## src/rtl/mux32_4entradas_reg_if.sv

```systemverilog
// Bus bundle for the 4-input datapath selector: select, data inputs, load enable and results.
// MUX32_PARITY_EN adds the registered parity output paridad.
interface mux32_4entradas_reg_if #(
  parameter int WIDTH = 32
);
  logic [1:0]       sel;
  logic [WIDTH-1:0] entradaA;
  logic [WIDTH-1:0] entradaB;
  logic [WIDTH-1:0] entradaC;
  logic [WIDTH-1:0] entradaD;
  logic             en;
  logic [WIDTH-1:0] salida;
  logic [WIDTH-1:0] salida_q;
  logic [1:0]       sel_q;
  logic             cambio;
`ifdef MUX32_PARITY_EN
  logic             paridad;

  modport master (
    output sel, entradaA, entradaB, entradaC, entradaD, en,
    input  salida, salida_q, sel_q, cambio, paridad
  );

  modport slave (
    input  sel, entradaA, entradaB, entradaC, entradaD, en,
    output salida, salida_q, sel_q, cambio, paridad
  );
`else
  modport master (
    output sel, entradaA, entradaB, entradaC, entradaD, en,
    input  salida, salida_q, sel_q, cambio
  );

  modport slave (
    input  sel, entradaA, entradaB, entradaC, entradaD, en,
    output salida, salida_q, sel_q, cambio
  );
`endif
endinterface

```

## src/rtl/mux32_4entradas_reg.sv

```systemverilog
// 4-input selector with a combinational result and a registered copy that tracks select changes.
// Define MUX32_PARITY_EN to add the registered even-parity output paridad.
module mux32_4entradas_reg #(
  parameter int               WIDTH       = 32,
  parameter logic [WIDTH-1:0] RESET_VALUE = '0
) (
  input logic               clk,
  input logic               rst_n,
  mux32_4entradas_reg_if.slave bus
);

  logic [WIDTH-1:0] salidaComb;
  logic [WIDTH-1:0] salidaQ;
  logic [1:0]       selQ;
  logic             cambioQ;

  // An unknown select must give an unknown result instead of quietly picking an input.
  always_comb begin
    salidaComb = 'x;
    case (bus.sel)
      2'd0:    salidaComb = bus.entradaA;
      2'd1:    salidaComb = bus.entradaB;
      2'd2:    salidaComb = bus.entradaC;
      2'd3:    salidaComb = bus.entradaD;
      default: salidaComb = 'x;
    endcase
  end

  assign bus.salida = salidaComb;

  always_ff @(posedge clk or negedge rst_n) begin
    if (!rst_n) begin
      salidaQ <= RESET_VALUE;
      selQ    <= 2'd0;
      cambioQ <= 1'b0;
    end else if (bus.en) begin
      salidaQ <= salidaComb;
      selQ    <= bus.sel;
      cambioQ <= (bus.sel != selQ);
    end else begin
      cambioQ <= 1'b0;
    end
  end

  assign bus.salida_q = salidaQ;
  assign bus.sel_q    = selQ;
  assign bus.cambio   = cambioQ;

`ifdef MUX32_PARITY_EN
  logic paridadQ;

  // Computed from the value being loaded so it always matches salida_q.
  always_ff @(posedge clk or negedge rst_n) begin
    if (!rst_n) begin
      paridadQ <= 1'b0;
    end else if (bus.en) begin
      paridadQ <= ^salidaComb;
    end
  end

  assign bus.paridad = paridadQ;
`endif

endmodule

```

## src/flat_wrapper.sv

```systemverilog
// flat-port wrapper written by rule: the top's interface ports become plain ports
module mux32_4entradas_reg_flat 
#(
  parameter int               WIDTH       = 32,
  parameter logic [WIDTH-1:0] RESET_VALUE = '0
)
  (clk, rst_n, bus_sel, bus_entradaA, bus_entradaB, bus_entradaC, bus_entradaD, bus_en, bus_salida, bus_salida_q, bus_sel_q, bus_cambio);
  mux32_4entradas_reg_if #(.WIDTH(WIDTH)) bus_i ();
  input logic clk;
  input logic rst_n;
  input wire logic [$bits(bus_i.sel)-1:0] bus_sel;
  input wire logic [$bits(bus_i.entradaA)-1:0] bus_entradaA;
  input wire logic [$bits(bus_i.entradaB)-1:0] bus_entradaB;
  input wire logic [$bits(bus_i.entradaC)-1:0] bus_entradaC;
  input wire logic [$bits(bus_i.entradaD)-1:0] bus_entradaD;
  input wire logic [$bits(bus_i.en)-1:0] bus_en;
  output wire logic [$bits(bus_i.salida)-1:0] bus_salida;
  output wire logic [$bits(bus_i.salida_q)-1:0] bus_salida_q;
  output wire logic [$bits(bus_i.sel_q)-1:0] bus_sel_q;
  output wire logic [$bits(bus_i.cambio)-1:0] bus_cambio;
  assign bus_i.sel = bus_sel;
  assign bus_i.entradaA = bus_entradaA;
  assign bus_i.entradaB = bus_entradaB;
  assign bus_i.entradaC = bus_entradaC;
  assign bus_i.entradaD = bus_entradaD;
  assign bus_i.en = bus_en;
  assign bus_salida = bus_i.salida;
  assign bus_salida_q = bus_i.salida_q;
  assign bus_sel_q = bus_i.sel_q;
  assign bus_cambio = bus_i.cambio;
  mux32_4entradas_reg #(.WIDTH(WIDTH), .RESET_VALUE(RESET_VALUE)) u_core (.clk(clk), .rst_n(rst_n), .bus(bus_i));
endmodule
```

## config.mk

```make
export PLATFORM = sky130hd
export DESIGN_NAME = mux32_4entradas_reg_flat
export DESIGN_NICKNAME = d
export VERILOG_FILES = /design/src/rtl/mux32_4entradas_reg_if.sv /design/src/rtl/mux32_4entradas_reg.sv /design/src/flat_wrapper.sv
export SDC_FILE = /design/constraint.sdc
export NUM_CORES = 1
export LEC_CHECK = 0
export BUFFER_PORTS_ARGS = -buffer_cell sky130_fd_sc_hd__buf_2
export CORE_MARGIN = 4
export CORE_UTILIZATION = 40
export DETAILED_ROUTE_END_ITERATION = 10
export GPL_TIMING_DRIVEN = 0
export HOLD_SLACK_MARGIN = 0.15
export PLACE_DENSITY = 0.81
export SKIP_LAST_GASP = 1
export SYNTH_ARGS = -nofsm -noshare
export SYNTH_HDL_FRONTEND = slang
export SYNTH_SLANG_ARGS = --single-unit
```

## constraint.sdc

```tcl
create_clock -name clk -period 1.7 [get_ports clk]
set_clock_uncertainty 0.05 [all_clocks]
set_input_delay 0.085 -clock clk [delete_from_list [all_inputs] [get_ports clk]]
set_output_delay 0.085 -clock clk [all_outputs]
set_load 0.01 [all_outputs]
```

==> results of run 1 <==
==> cells by family after synthesis <==
family          count (synthesis)  share of synthesized area [%]
mux                            97                           38.3
flops                          35                           34.5
compound gates                 34                           11.5
buf+inv                        23                           6.65
xor+xnor                        2                          0.690
simple gates                   34                           8.37
==> per-stage QoR <==
step / hold slack (ns) / worst slack [ns]
after floorplan: -0.261 / 0.730
after global placement: 0.142 / 0.500
after detailed placement: 0.159 / 0.467
==> results.sh, run 1 <==
export IMPL_dieHeight_microns=87.7
export IMPL_stop_error="[ERROR RSZ-0060] Max buffer count reached."
export IMPL_cts_buffers=5
export IMPL_io_pins=200
export IMPL_synth_commonest_cells="96 x mux2i_1, 35 x dfrtp_1, 33 x nand2b_1"
export IMPL_hold_buffers=103
export IMPL_post_place_cells=496
export IMPL_cts_resized_gates=0
export IMPL_syn_mean_instance_area_sq_um=11.3
export IMPL_async_flop_share_pct=100
export IMPL_synth_top_area_share_pct=37.8
export IMPL_syn_area_sq_um=2540
export IMPL_dpl_hpwl_mm=6.75
export IMPL_post_dp_cell_area_sq_um=3610
export IMPL_cts_buffer_depth=2
export IMPL_yosys_cell_count_top_type="mux2i_1"
export IMPL_ys_warnings_count=0
export IMPL_synth_edf_count=0
export IMPL_start_util_pct=42.2
export IMPL_cts_root_buf="clkbuf_8"
export IMPL_htreeDepth=2
export IMPL_ys_ff_latch=35
export IMPL_io_buffers=196
export IMPL_synthCells=225
export IMPL_ys_types=15
export IMPL_clock_sinks=35
export IMPL_status="did not finish"
export IMPL_cts_setup_buffers=0
export IMPL_fp_dieW_microns=87.7
export IMPL_ys_flop_type="dfrtp_1"
export IMPL_synth_area_leader_cell="mux2i_1"
export IMPL_ys_seq_area_share_pct=34.5
export IMPL_gp_congestion=0.791
export IMPL_synth_nets=358
export IMPL_lastStage="clock tree synthesis (4_1_cts)"
export IMPL_rows=28
export IMPL_synthTopCellsByArea="mux2i_1 38%, dfrtp_1 34%, o221ai_1 11%"
==> run 2: changes to the inputs <==
--- a/config.mk
+++ b/config.mk
@@ -7,11 +7,10 @@
 export LEC_CHECK = 0
 export BUFFER_PORTS_ARGS = -buffer_cell sky130_fd_sc_hd__buf_2
 export CORE_MARGIN = 4
-export CORE_UTILIZATION = 40
+export CORE_UTILIZATION = 25
 export DETAILED_ROUTE_END_ITERATION = 10
 export GPL_TIMING_DRIVEN = 0
-export HOLD_SLACK_MARGIN = 0.15
-export PLACE_DENSITY = 0.81
+export PLACE_DENSITY_LB_ADDON = 0.15
 export SKIP_LAST_GASP = 1
 export SYNTH_ARGS = -nofsm -noshare
 export SYNTH_HDL_FRONTEND = slang
==> run 2 against run 1 <==
Compared with the run above:
- the flow now finishes without violations
- synthesized area is the same
- synthesized cell count is the same
==> results.sh, run 2 <==
export IMPL_setup_tns_ns=0
export IMPL_ys_warnings_count=0
export IMPL_start_util_pct=25.9
export IMPL_overflow=0
export IMPL_critical_path_max_stage_delay_ns=0.31
export IMPL_r2r_end="u_core.bus.sel_q[1]"
export IMPL_largest_reg_flops=32
export IMPL_routed_wl_mm=8.94
export IMPL_p_sw_share_pct=33.0
export IMPL_cts_buffers=5
export IMPL_final_common_cell="buf_2"
export IMPL_fin_crit_sh_pct=72.4
export IMPL_seq_power_share_pct=39.7
export IMPL_htreeDepth=2
export IMPL_antenna_found_initial=0
export IMPL_ys_types=15
export IMPL_cts_tree="done"
export IMPL_syn_area_sq_um=2540
export IMPL_rows=36
export IMPL_io_pins=200
export IMPL_fin_area_sq_um=3780
export IMPL_antenna_left=0
export IMPL_io_buffers=196
export IMPL_comb_power_share_pct=36.6
export IMPL_fin_nets=562
export IMPL_syn_to_final_growth_pct=48.8
export IMPL_synth_top_area_share_pct=37.8
export IMPL_finalMaxSlewViolations=0
export IMPL_fp_dieW_microns=109
export IMPL_placeableCoreArea_sq_um=9820
export IMPL_synth_nets=358
export IMPL_ys_seq_area_share_pct=34.5
export IMPL_rr_startpoint="u_core.bus.sel_q[1]"
export IMPL_synth_area_leader_cell="mux2i_1"
export IMPL_status="finished clean"
export IMPL_p_leak_nw=2.07
export IMPL_wire_per_inst_microns=15.9
export IMPL_worstSetupPathType="input pin to primary output"
export IMPL_first_pass_iters=4
export IMPL_fillCellCount=1039
export IMPL_grt_pass1_vias=2589
export IMPL_clk_pin_slew_worst_paths_ns=0.08
export IMPL_multi_input_area_sq_um=1500
export IMPL_clock_sinks=35
export IMPL_fmax_mhz=812
export IMPL_power_density_nw_per_um2=660
export IMPL_reg2regPathDepth=1
export IMPL_cp_arrival_ns=1.10
export IMPL_r2r_slack_ns=0.87
export IMPL_cap_violations=0
export IMPL_seqCellArea_sq_um=876
export IMPL_setup_viol=0
export IMPL_cts_resized_gates=0
export IMPL_layout_drive_gt1_share_pct=51.6
export IMPL_vias=2538
export IMPL_cp_startpoint="bus_sel[1]"
export IMPL_synthTopCellsByArea="mux2i_1 38%, dfrtp_1 34%, o221ai_1 11%"
export IMPL_rsz0062_at_grt="false"
export IMPL_vdd_drop_max_uv=238
export IMPL_hold_path_class="input pin to flip-flop"
export IMPL_yosys_cell_count_top_type="mux2i_1"
export IMPL_path_max_fanout=10
export IMPL_tightest_slew_ns=0.820
export IMPL_cts_buffer_depth=2
export IMPL_ys_flop_type="dfrtp_1"
export IMPL_grt_max_degree=36
export IMPL_power_internal_w=0.00167
export IMPL_fp_dieArea_sq_um=11800
export IMPL_synth_edf_count=0
export IMPL_final_cell_mix="206 x buf_2, 96 x mux2i_1, 35 x dfrtp_1, 33 x nand2b_1, 32 x o221ai_1"
export IMPL_post_dp_cell_area_sq_um=3690
export IMPL_p_sw_w=0.000823
export IMPL_crit_path_cell_trace="buf_6 -> buf_12 -> buf_6 -> mux2i_1 -> mux2i_1 -> buf_2"
export IMPL_p_clk_share_pct=23.7
export IMPL_diodes=0
export IMPL_route_detailed_drc=0
export IMPL_drt_iter0_drc=37
export IMPL_grt_pass1_wl_mm=13.2
export IMPL_async_flop_share_pct=100
export IMPL_cts_root_buf="clkbuf_8"
export IMPL_crit_required_ns=1.56
export IMPL_ys_ff_latch=35
export IMPL_vias_per_cell=4.51
export IMPL_insertion_delay_ns=0.28
export IMPL_fin_util_pct=38.5
export IMPL_slew_headroom_pct=45.4
export IMPL_synthCells=225
export IMPL_hold_violations=0
export IMPL_synth_commonest_cells="96 x mux2i_1, 35 x dfrtp_1, 33 x nand2b_1"
export IMPL_slowest_stage="mux2i_1"
export IMPL_gp_congestion=0.726
export IMPL_cp_endpoint="bus_salida[10]"
export IMPL_dpl_hpwl_mm=7.04
export IMPL_hold_slack_ns=0.0799
export IMPL_finalCriticalPeriod_ns=1.23
export IMPL_syn_mean_instance_area_sq_um=11.3
export IMPL_dieHeight_microns=109
export IMPL_cp_start_kind="input pin"
export IMPL_endpoint_kind="primary output"
export IMPL_grt_usage_pct=14.1
export IMPL_power_total_w=0.00249
## run 2: cell counts after synthesis
Identical to the previous run, type by type.
## run 2: area by class of cell
class	count	share of cell area (%)
multi-input cells	167	39.6
repair buffers	197	26.2
flip-flops and latches	35	23.2
well taps	133	4.40
plain buffers	22	4.37
clock buffers	7	2.02
clock inverters	1	0.132
inverters	1	0.0993
## run 2: cells by family after synthesis
logic type	count (synthesis)	share of synthesized area, %
mux	97	38.3
flops	35	34.5
simple gates	34	8.37
buf+inv	23	6.65
compound gates	34	11.5
xor+xnor	2	0.690
## run 2: worst max-delay path: cells and delay by family
kind | cells | cell delay (ns)
buf+inv | 4 | 0.57
mux | 2 | 0.43
## run 2: power by group through the flow
stage	Combinational [W]	Sequential (W)	Clock [W]
2_1_floorplan	0.000431	0.00105	0
5_1_grt	0.00100	0.00100	0.000657
3_3_place_gp	0.000926	0.00100	0
4_1_cts	0.000934	0.000989	0.000619
3_5_place_dp	0.000929	0.00100	0
6_report	0.000913	0.000989	0.000591
## run 2: stage by stage
stage	setup WS, ns	std cells
after floorplan	0.730	225
after global placement	0.339	554
after detailed placement	0.312	554
after CTS	0.409	563
after global routing	0.368	563
final	0.469	563
## run 2: per-layer routing
| layer | global-route usage [%] | routed length, microns | vias to the layer above |
|---|---|---|---|
| met2 | 23.7 | 4380 | 108 |
| met1 | 18.6 | 3760 | 1169 |
| li1 | - | - | 1259 |
| met4 | 2.43 | 26 | 0 |
| met3 | 3.37 | 777 | 2 |
| met5 | 0 | 0 | - |
## run 2: worst min-delay path by stage
stage	startpoint	endpoint	slack, ns	depth (start not counted)
2_1_floorplan	rst_n	u_core.bus.cambio	-0.26	0
3_3_place_gp	rst_n	u_core.bus.cambio	0.18	1
3_5_place_dp	rst_n	u_core.bus.cambio	0.17	1
4_1_cts	bus_entradaB[30]	u_core.bus.salida_q[30]	0.07	3
5_1_grt	bus_entradaB[30]	u_core.bus.salida_q[30]	0.08	3
6_report	bus_entradaB[30]	u_core.bus.salida_q[30]	0.08	3
## run 2: timing repair
action / in CTS / in global routing
hold buffers: 1 / 0
setup buffers: 0 / 0
hold endpoints to repair: 35 / 0
No activity file was read; power rests on OpenSTA's default activity.
